**src/rtl/ff_skid_stage_if.sv**
```systemverilog
// Handshake bundle for the skid output stage: upstream valid/ready/data,
// downstream valid/ready/data, plus the occupancy and transfer-count status.
// "slave" is the stage's view; "master" is the environment driving it.
interface ff_skid_stage_if #(
    parameter int WIDTH     = 4,
    parameter int CNT_WIDTH = 8
);
    logic                 in_valid;
    logic                 in_ready;
    logic [WIDTH-1:0]     in_data;
    logic                 out_valid;
    logic                 out_ready;
    logic [WIDTH-1:0]     out_data;
    logic [1:0]           occupancy;
    logic [CNT_WIDTH-1:0] xfer_cnt;

    modport master (
        output in_valid, in_data, out_ready,
        input  in_ready, out_valid, out_data, occupancy, xfer_cnt
    );

    modport slave (
        input  in_valid, in_data, out_ready,
        output in_ready, out_valid, out_data, occupancy, xfer_cnt
    );
endinterface

```
**src/rtl/ff_skid_stage.sv**
```systemverilog
// Elastic valid/ready output stage with a 2-entry skid buffer.
// Every output (including in_ready) comes straight from a flop, so no
// combinational path runs from out_ready back to in_ready. Words are
// presented one cycle after acceptance, one word per cycle, in order.
// xfer_cnt counts completed output handshakes and wraps.
module ff_skid_stage #(
    parameter int WIDTH     = 4,
    parameter int CNT_WIDTH = 8
) (
    input  logic             clk,
    input  logic             rst,
    ff_skid_stage_if.slave   skid_io
);

    typedef enum logic [1:0] {
        ST_EMPTY = 2'd0,
        ST_BUSY  = 2'd1,
        ST_FULL  = 2'd2
    } state_t;

    state_t               state_q;
    logic [WIDTH-1:0]     main_q;
    logic [WIDTH-1:0]     skid_q;
    logic [CNT_WIDTH-1:0] cnt_q;
    logic                 out_valid_q;
    logic                 in_ready_q;
    logic [1:0]           occ_q;

    logic                 in_fire;
    logic                 out_fire;
    logic [CNT_WIDTH-1:0] cnt_d;

    assign in_fire  = skid_io.in_valid & in_ready_q;
    assign out_fire = out_valid_q & skid_io.out_ready;
    assign cnt_d    = cnt_q + {{(CNT_WIDTH-1){1'b0}}, 1'b1};

    assign skid_io.in_ready  = in_ready_q;
    assign skid_io.out_valid = out_valid_q;
    assign skid_io.out_data  = main_q;
    assign skid_io.occupancy = occ_q;
    assign skid_io.xfer_cnt  = cnt_q;

    // Buffer FSM: the status outputs are updated together with the state so they stay registered.
    always_ff @(posedge clk) begin
        if (!rst) begin
            state_q     <= ST_EMPTY;
            main_q      <= '0;
            skid_q      <= '0;
            cnt_q       <= '0;
            out_valid_q <= 1'b0;
            in_ready_q  <= 1'b1;
            occ_q       <= 2'd0;
        end else begin
            if (out_fire) begin
                cnt_q <= cnt_d;
            end
            case (state_q)
                ST_EMPTY: begin
                    if (in_fire) begin
                        state_q     <= ST_BUSY;
                        main_q      <= skid_io.in_data;
                        out_valid_q <= 1'b1;
                        in_ready_q  <= 1'b1;
                        occ_q       <= 2'd1;
                    end
                end
                ST_BUSY: begin
                    if (in_fire && out_fire) begin
                        main_q <= skid_io.in_data;
                    end else if (in_fire) begin
                        state_q    <= ST_FULL;
                        skid_q     <= skid_io.in_data;
                        in_ready_q <= 1'b0;
                        occ_q      <= 2'd2;
                    end else if (out_fire) begin
                        state_q     <= ST_EMPTY;
                        out_valid_q <= 1'b0;
                        occ_q       <= 2'd0;
                    end
                end
                ST_FULL: begin
                    if (out_fire) begin
                        state_q    <= ST_BUSY;
                        main_q     <= skid_q;
                        in_ready_q <= 1'b1;
                        occ_q      <= 2'd1;
                    end
                end
                default: begin
                    state_q     <= ST_EMPTY;
                    out_valid_q <= 1'b0;
                    in_ready_q  <= 1'b1;
                    occ_q       <= 2'd0;
                end
            endcase
        end
    end

endmodule

```
**src/flat_wrapper.sv**
```systemverilog
// flat-port wrapper written by rule: the top's interface ports become plain ports
module ff_skid_stage_flat 
#(
    parameter int WIDTH     = 4,
    parameter int CNT_WIDTH = 8
)
  (clk, rst, skid_io_in_valid, skid_io_in_data, skid_io_out_ready, skid_io_in_ready, skid_io_out_valid, skid_io_out_data, skid_io_occupancy, skid_io_xfer_cnt);
  ff_skid_stage_if #(.WIDTH(WIDTH), .CNT_WIDTH(CNT_WIDTH)) skid_io_i ();
  input  logic clk;
  input  logic rst;
  input wire logic [$bits(skid_io_i.in_valid)-1:0] skid_io_in_valid;
  input wire logic [$bits(skid_io_i.in_data)-1:0] skid_io_in_data;
  input wire logic [$bits(skid_io_i.out_ready)-1:0] skid_io_out_ready;
  output wire logic [$bits(skid_io_i.in_ready)-1:0] skid_io_in_ready;
  output wire logic [$bits(skid_io_i.out_valid)-1:0] skid_io_out_valid;
  output wire logic [$bits(skid_io_i.out_data)-1:0] skid_io_out_data;
  output wire logic [$bits(skid_io_i.occupancy)-1:0] skid_io_occupancy;
  output wire logic [$bits(skid_io_i.xfer_cnt)-1:0] skid_io_xfer_cnt;
  assign skid_io_i.in_valid = skid_io_in_valid;
  assign skid_io_i.in_data = skid_io_in_data;
  assign skid_io_i.out_ready = skid_io_out_ready;
  assign skid_io_in_ready = skid_io_i.in_ready;
  assign skid_io_out_valid = skid_io_i.out_valid;
  assign skid_io_out_data = skid_io_i.out_data;
  assign skid_io_occupancy = skid_io_i.occupancy;
  assign skid_io_xfer_cnt = skid_io_i.xfer_cnt;
  ff_skid_stage #(.WIDTH(WIDTH), .CNT_WIDTH(CNT_WIDTH)) u_core (.clk(clk), .rst(rst), .skid_io(skid_io_i));
endmodule
```
**config.mk**
```make
export PLATFORM = sky130hd
export DESIGN_NAME = ff_skid_stage_flat
export DESIGN_NICKNAME = d
export VERILOG_FILES = /design/src/rtl/ff_skid_stage_if.sv /design/src/rtl/ff_skid_stage.sv /design/src/flat_wrapper.sv
export SDC_FILE = /design/constraint.sdc
export NUM_CORES = 1
export LEC_CHECK = 0
export CAP_MARGIN = 20
export CORE_UTILIZATION = 32
export DETAILED_ROUTE_END_ITERATION = 8
export PLACE_DENSITY = 0.62
export SKIP_LAST_GASP = 1
export SLEW_MARGIN = 20
export SYNTH_ARGS = -nofsm -noshare
export SYNTH_HDL_FRONTEND = slang
export SYNTH_SLANG_ARGS = --single-unit
```
**constraint.sdc**
```tcl
create_clock -name clk -period 2.5 [get_ports clk]
set_input_delay 0.25 -clock clk [delete_from_list [all_inputs] [get_ports clk]]
set_output_delay 0.25 -clock clk [all_outputs]
set_load 0.02 [all_outputs]
```
==> results of run 1 <==
-- cells in the mapped netlist --
cell	number	share of area
o21bai_1	1	0.0077
o31ai_1	2	0.015
nand3_1	4	0.021
nor3b_1	1	0.0077
ha_1	1	0.013
and4_1	1	0.0090
buf_6	3	0.035
dfxtp_1	20	0.41
a21oi_1	9	0.046
clkbuf_1	3	0.012
a21o_1	1	0.0077
a21o_2	1	0.0090
buf_2	1	0.0051
a21bo_2	1	0.010
mux2i_1	8	0.082
nand2_1	13	0.050
and4b_1	1	0.010
inv_1	3	0.012
or4_1	2	0.015
xor2_1	2	0.018
a211oi_1	8	0.062
nand2_4	1	0.012
nand4_1	3	0.019
or3_1	3	0.019
nor2_1	2	0.0077
clkbuf_2	1	0.0051
nand3b_1	1	0.0077
and3b_1	1	0.0090
nor3_4	1	0.017
a211o_2	1	0.010
o21ai_0	5	0.026
or2b_1	1	0.0077
-- flip-flops by register name, indices dropped and copies added (netlist names) --
name,cells
u_core.skid_io.xfer_cnt,8
u_core.skid_io.out_data,4
u_core.skid_q,4
u_core.skid_io.occupancy,2
u_core.skid_io.in_ready,1
u_core.skid_io.out_valid,1
-- worst paths after layout --
path | from | endpoint | slack (ns) | cells after the start
worst min register to register | u_core.skid_q[3]$_SDFFE_PN0P_ | u_core.skid_q[3]$_SDFFE_PN0P_ | 0.47 | 2
worst max-delay path | u_core.skid_io.occupancy[1]$_SDFFE_PN0P_ | skid_io_occupancy[1] | 0.72 | 1
worst max register to register | u_core.skid_io.out_valid$_SDFFE_PN0P_ | u_core.skid_io.xfer_cnt[5]$_SDFFE_PN0P_ | 1.06 | 3
worst min-delay path | u_core.skid_q[3]$_SDFFE_PN0P_ | u_core.skid_q[3]$_SDFFE_PN0P_ | 0.47 | 2
-- cells by family (layout without fill, tap and decap cells) --
group,after synthesis,in the layout,share of synthesized area
XOR/XNOR,2,2,0.0180
AO/OA/AOI/OAI,29,29,0.194
adder cells (fa/ha/maj),1,1,0.0129
flip-flops,20,20,0.412
buffers and inverters,11,30,0.0682
AND/OR/NAND/NOR,35,35,0.212
multiplexers,8,8,0.0824
-- report_power, final --
group	switching [mW]	leakage, nW	internal [mW]
sequential	0.0265	0.163	0.342
clock	0.104	0.0210	0.0889
combinational	0.0823	0.273	0.0811
total	0.213	0.457	0.512
-- cell type report --
class	instances	area (µm²)
multi-input cells	75	505
fillers	280	1610
repair buffers	23	230
clock buffers	4	36.3
inverters	3	11.3
well taps	31	38.8
flip-flops and latches	20	400
-- worst min-delay path: stages, from the launching register on --
cell	delay, ns
dfxtp_1	0.33
nand2_1	0.05
mux2i_1	0.05
-- cell usage in the layout, fill, tap and decap left out, drive strengths merged, types with 2 or more instances in the layout --
cell type      instances
a21oi                  9
nand3                  4
mux2i                  8
or3                    3
clkbuf                 4
a21o                   2
nand4                  3
o21ai                  5
dfxtp                 20
xor2                   2
or4                    2
inv                    3
nand2                 14
a211oi                 8
nor2                   2
clkdlybuf4s50         23
o31ai                  2
-- metal layers --
metal	global-route usage	vias to the layer above	part of all wire
met5	0	-	0
met3	0.0295	5	0.047
li1	-	425	-
met4	0.0523	0	0.016
met2	0.218	25	0.47
met1	0.156	382	0.46
==> metrics, run 1 <==
status=complete, but fails checks; failing checks=design-rule violations; syn avg cell area=~9.2 µm²; Clock Latency Late Sink=~0.31 ns; Final Cycle Share=0.713; Yosys reg bits=20; final instance area=1220 µm²; worst-margin pin slew=0.419 ns; Seq/Total Area, Yosys=0.412; Routed Antenna Nets=0; Clock Skew=between 0.004 and 0.005 ns; clock buffer depth=2; routed length per instance=12.6 µm; CP peak stage delay=slightly below 0.7 ns; Clk pin slew, worst setup/hold paths=around 0.12 ns; TNS Setup=0 ns; root buffer cell=clkbuf_4; largest net degree at the start of global routing=14; cts bufs inserted=3; hold_buf cts=0; H-tree depth=1; die area=~3300 µm²; critical-path cell list=clkdlybuf4s50_1; vias per cell=5.37; clk sinks=20; Fin. Hold Viols=0; Slew headroom=0.720; nets=135; DRT Pass-1 Iters=6; Pleak=0.457 nW; CTS tree=built; Worst Setup End Kind=primary output; vias in the first global route=745; total gr overflow=0; placed cell area=1190 µm²; Startpoint Class=flop; crit path max fanout=10; power per standard cell area=593 nW/µm²; initial drt markers=38; antenna violations before repair=0; Final GP Congestion=0.678; Vias=837; core area=around 2800 µm²; Crit-path slowest cell=clkdlybuf4s50_1; RSZ-0062 raised after global routing=false; Mapped Cells=106; DRC=4; starting density of the core=0.344; Post-CTS Setup Repair Bufs=0; Required @ worst endpoint=2.25 ns; Core Rows=19; Ant. Diodes=0; Max Cap Violations=0; Slew Viols, Final=0; die width=57.1 µm; worst path bufs/invs=1; layout cells sized above 1=0.0720; all-layer global routing usage=0.128; Hold Worst Slack=~0.47 ns; min Tclk post-route=1.78 ns; Top delay family on crit path=buffers and inverters; Layout area overhead=25.7%; Die Height=57.1 µm; non-filler cells, final=156; Mapped Area=972 µm²; dpl cells=152; post-CTS sizing=0; crit path kind=flop to primary output; final wirelength=slightly below 2000 µm; Yosys warning total=0; Peak VDD IR=0.237 mV; HP Class=flop to flop; worst setup margin=0.716 ns; Distinct cells, synth=32; Core Util, Final=0.432; Place WS=0.707 ns; top-level port count=24; first-pass GRT wire length=roughly 3200 µm; CP arrival=1.53 ns; hpwl dp=1420 µm; # port buffers=23; Net Count, Synth=115; maximum clock rate=561 MHz; final setup fails=0; Pwr Total=0.725 mW
Note: power is estimated with default switching activity, not from simulation.
==> run 2: changes to the inputs <==
- PLACE_DENSITY: 0.62 -> 0.64
- clock period: 2.5 -> 1.5 ns (I/O delays scaled with it)
==> metrics, run 2 (synthesized netlist as in run 1, its figures left out) <==
reg-to-reg slack, setup=0.16 ns (was 1.06 ns); non-filler cells, final=160 (was 156); total gr overflow=0 (unchanged); CP peak stage delay=0.61 ns (was 0.68 ns); vias per cell=5.35 (was 5.37); crit path max fanout=2 (was 10); clk sinks=20 (unchanged); final setup fails=0 (unchanged); hpwl dp=1460 µm (was 1420 µm); most frequent cells in the layout=dfxtp_1, nand2_1, clkdlybuf4s50_1, a21oi_1 (was clkdlybuf4s50_1, dfxtp_1, nand2_1, a21oi_1); Core Rows=19 (unchanged); Crit-path slowest cell=clkdlybuf4s50_1 (unchanged); vias in the first global route=765 (was 745); H-tree depth=1 (unchanged); DRT Pass-1 Iters=6 (unchanged); Peak VDD IR=0.518 mV (was 0.237 mV); Place WS=-0.0931 ns (was 0.707 ns); first-pass GRT wire length=3170 µm (was 3240 µm); worst path bufs/invs=1 (unchanged); routed length per instance=12.1 µm (was 12.6 µm); Final GP Congestion=0.800 (was 0.678); Layout area overhead=30.0% (was 25.7%); final wirelength=1930 µm (was 1960 µm); core area=2830 µm² (unchanged); Final Cycle Share=0.951; cts bufs inserted=3 (unchanged); min Tclk post-route=about 1.4 ns; worst hold path endpoint=u_core.skid_q[3]$_SDFFE_PN0P_ (unchanged); Largest register FFs=8 (unchanged); RSZ-0062 raised after global routing=false (unchanged); Vias=856 (was 837); Pwr Total=1.20 mW (was 0.725 mW); placed cell area=1220 µm² (was 1190 µm²); final instance area=1260 µm² (was 1220 µm²); critical-path cell list=clkdlybuf4s50_1 (unchanged); Max Cap Violations=0 (unchanged); Hold Path Stages=3 (was 2); nets=139 (was 135); Hold Worst Slack=0.432 ns (was 0.466 ns); Slew Viols, Final=0 (unchanged); reg-to-reg critical path startpoint=u_core.skid_io.occupancy[0]$_SDFFE_PN0P_ (was u_core.skid_io.out_valid$_SDFFE_PN0P_); all-layer global routing usage=0.125 (was 0.128); clock buffer depth=2 (unchanged); antenna violations before repair=0 (unchanged); worst r2r path cells=3 (unchanged); status=complete, but fails checks (unchanged); Die Height=57.1 µm (unchanged); Routed Antenna Nets=0 (unchanged); maximum clock rate=between 700 and 800 MHz; root buffer cell=clkbuf_4 (unchanged); Core Util, Final=0.447 (was 0.432); TNS Setup=0 ns (unchanged); die area=3260 µm² (unchanged); Slew headroom=0.709 (was 0.720); failing checks=design-rule violations (unchanged); dpl cells=156 (was 152); CP arrival=1.28 ns (was 1.53 ns); Startpoint Class=flop (unchanged); RR Endpoint=u_core.skid_io.out_data[2]$_SDFFE_PN0P_ (was u_core.skid_io.xfer_cnt[5]$_SDFFE_PN0P_); HP Class=input port to flop (was flop to flop); starting density of the core=0.344 (unchanged); initial drt markers=26 (was 38); top-level port count=24 (unchanged); crit path kind=flop to primary output (unchanged); Top delay family on crit path=buffers and inverters (unchanged); CTS tree=built (unchanged); Worst Setup End Kind=primary output (unchanged); largest net degree at the start of global routing=14 (unchanged); Fin. Hold Viols=0 (unchanged); layout cells sized above 1=0.116 (was 0.0720); die width=57.1 µm (unchanged); Ant. Diodes=0 (unchanged); Required @ worst endpoint=1.35 ns (was 2.25 ns); worst setup margin=0.0732 ns (was 0.716 ns); Clk pin slew, worst setup/hold paths=0.11 ns (was 0.12 ns); worst-margin pin slew=0.436 ns (was 0.419 ns); Worst Hold Launch=skid_io_in_data[3] (was u_core.skid_q[3]$_SDFFE_PN0P_); most common cell after layout, fill and taps aside=dfxtp_1 (was clkdlybuf4s50_1); power per standard cell area=951 nW/µm² (was 593 nW/µm²); Pleak=0.587 nW (was 0.457 nW); Clock Skew=0.00168 ns (was 0.00419 ns); # port buffers=23 (unchanged); DRC=4 (unchanged); Clock Latency Late Sink=0.30 ns (was 0.31 ns)
-- run 2: cell count changes in the layout (fill, tap and decap cells not counted), sizes merged --
cell,previous run,this run
clkdlybuf4s50,23,12
dlymetal6s2s,0,6
dlygate4sd2,0,5
buf,0,4
-- run 2: how the worst max path moves through the flow --
stage | startpoint | end | cells past startpoint
after floorplan | u_core.skid_io.out_valid$_SDFFE_PN0P_ | u_core.skid_io.xfer_cnt[7]$_SDFFE_PN0P_ | 5
after global placement | skid_io_out_ready | u_core.skid_io.xfer_cnt[7]$_SDFFE_PN0P_ | 4
after detailed placement | skid_io_out_ready | u_core.skid_q[1]$_SDFFE_PN0P_ | 4
after CTS | u_core.skid_io.out_valid$_SDFFE_PN0P_ | skid_io_out_valid | 1
after global routing | u_core.skid_io.out_data[3]$_SDFFE_PN0P_ | skid_io_out_data[3] | 1
final | u_core.skid_io.out_data[3]$_SDFFE_PN0P_ | skid_io_out_data[3] | 1
-- run 2: layout make-up --
cell class	instances	area, µm²
Fill cell	279	1570
Multi-Input combinational cell	75	505
Sequential cell	20	403
Timing Repair Buffer	27	269
Tap cell	31	38.8
Clock buffer	4	36.3
Inverter	3	11.3
-- run 2: what timing repair did --
action,CTS,global route
resized for setup,7,6
hold buffers,0,0
pin swaps,0,0
endpoints found under the hold margin,0,0
setup endpoints to repair,6,6
buffers inserted,0,0
-- run 2: where the power goes --
group	switching [mW]	total, mW	internal, mW
combinational	0.139	0.273	0.134
clock	0.165	0.313	0.148
sequential	0.0452	0.616	0.571
total	0.349	1.20	0.853
-- run 2: layer usage --
metal | share of wire | routed length [µm] | vias to the layer above | GRT usage
li1 | - | - | 430 | -
met1 | 0.46 | 890 | 398 | 0.147
met2 | 0.47 | 915 | 28 | 0.229
met3 | 0.065 | 126 | 0 | 0.0408
met4 | 0 | 0 | 0 | 0.0105
met5 | 0 | 0 | - | 0
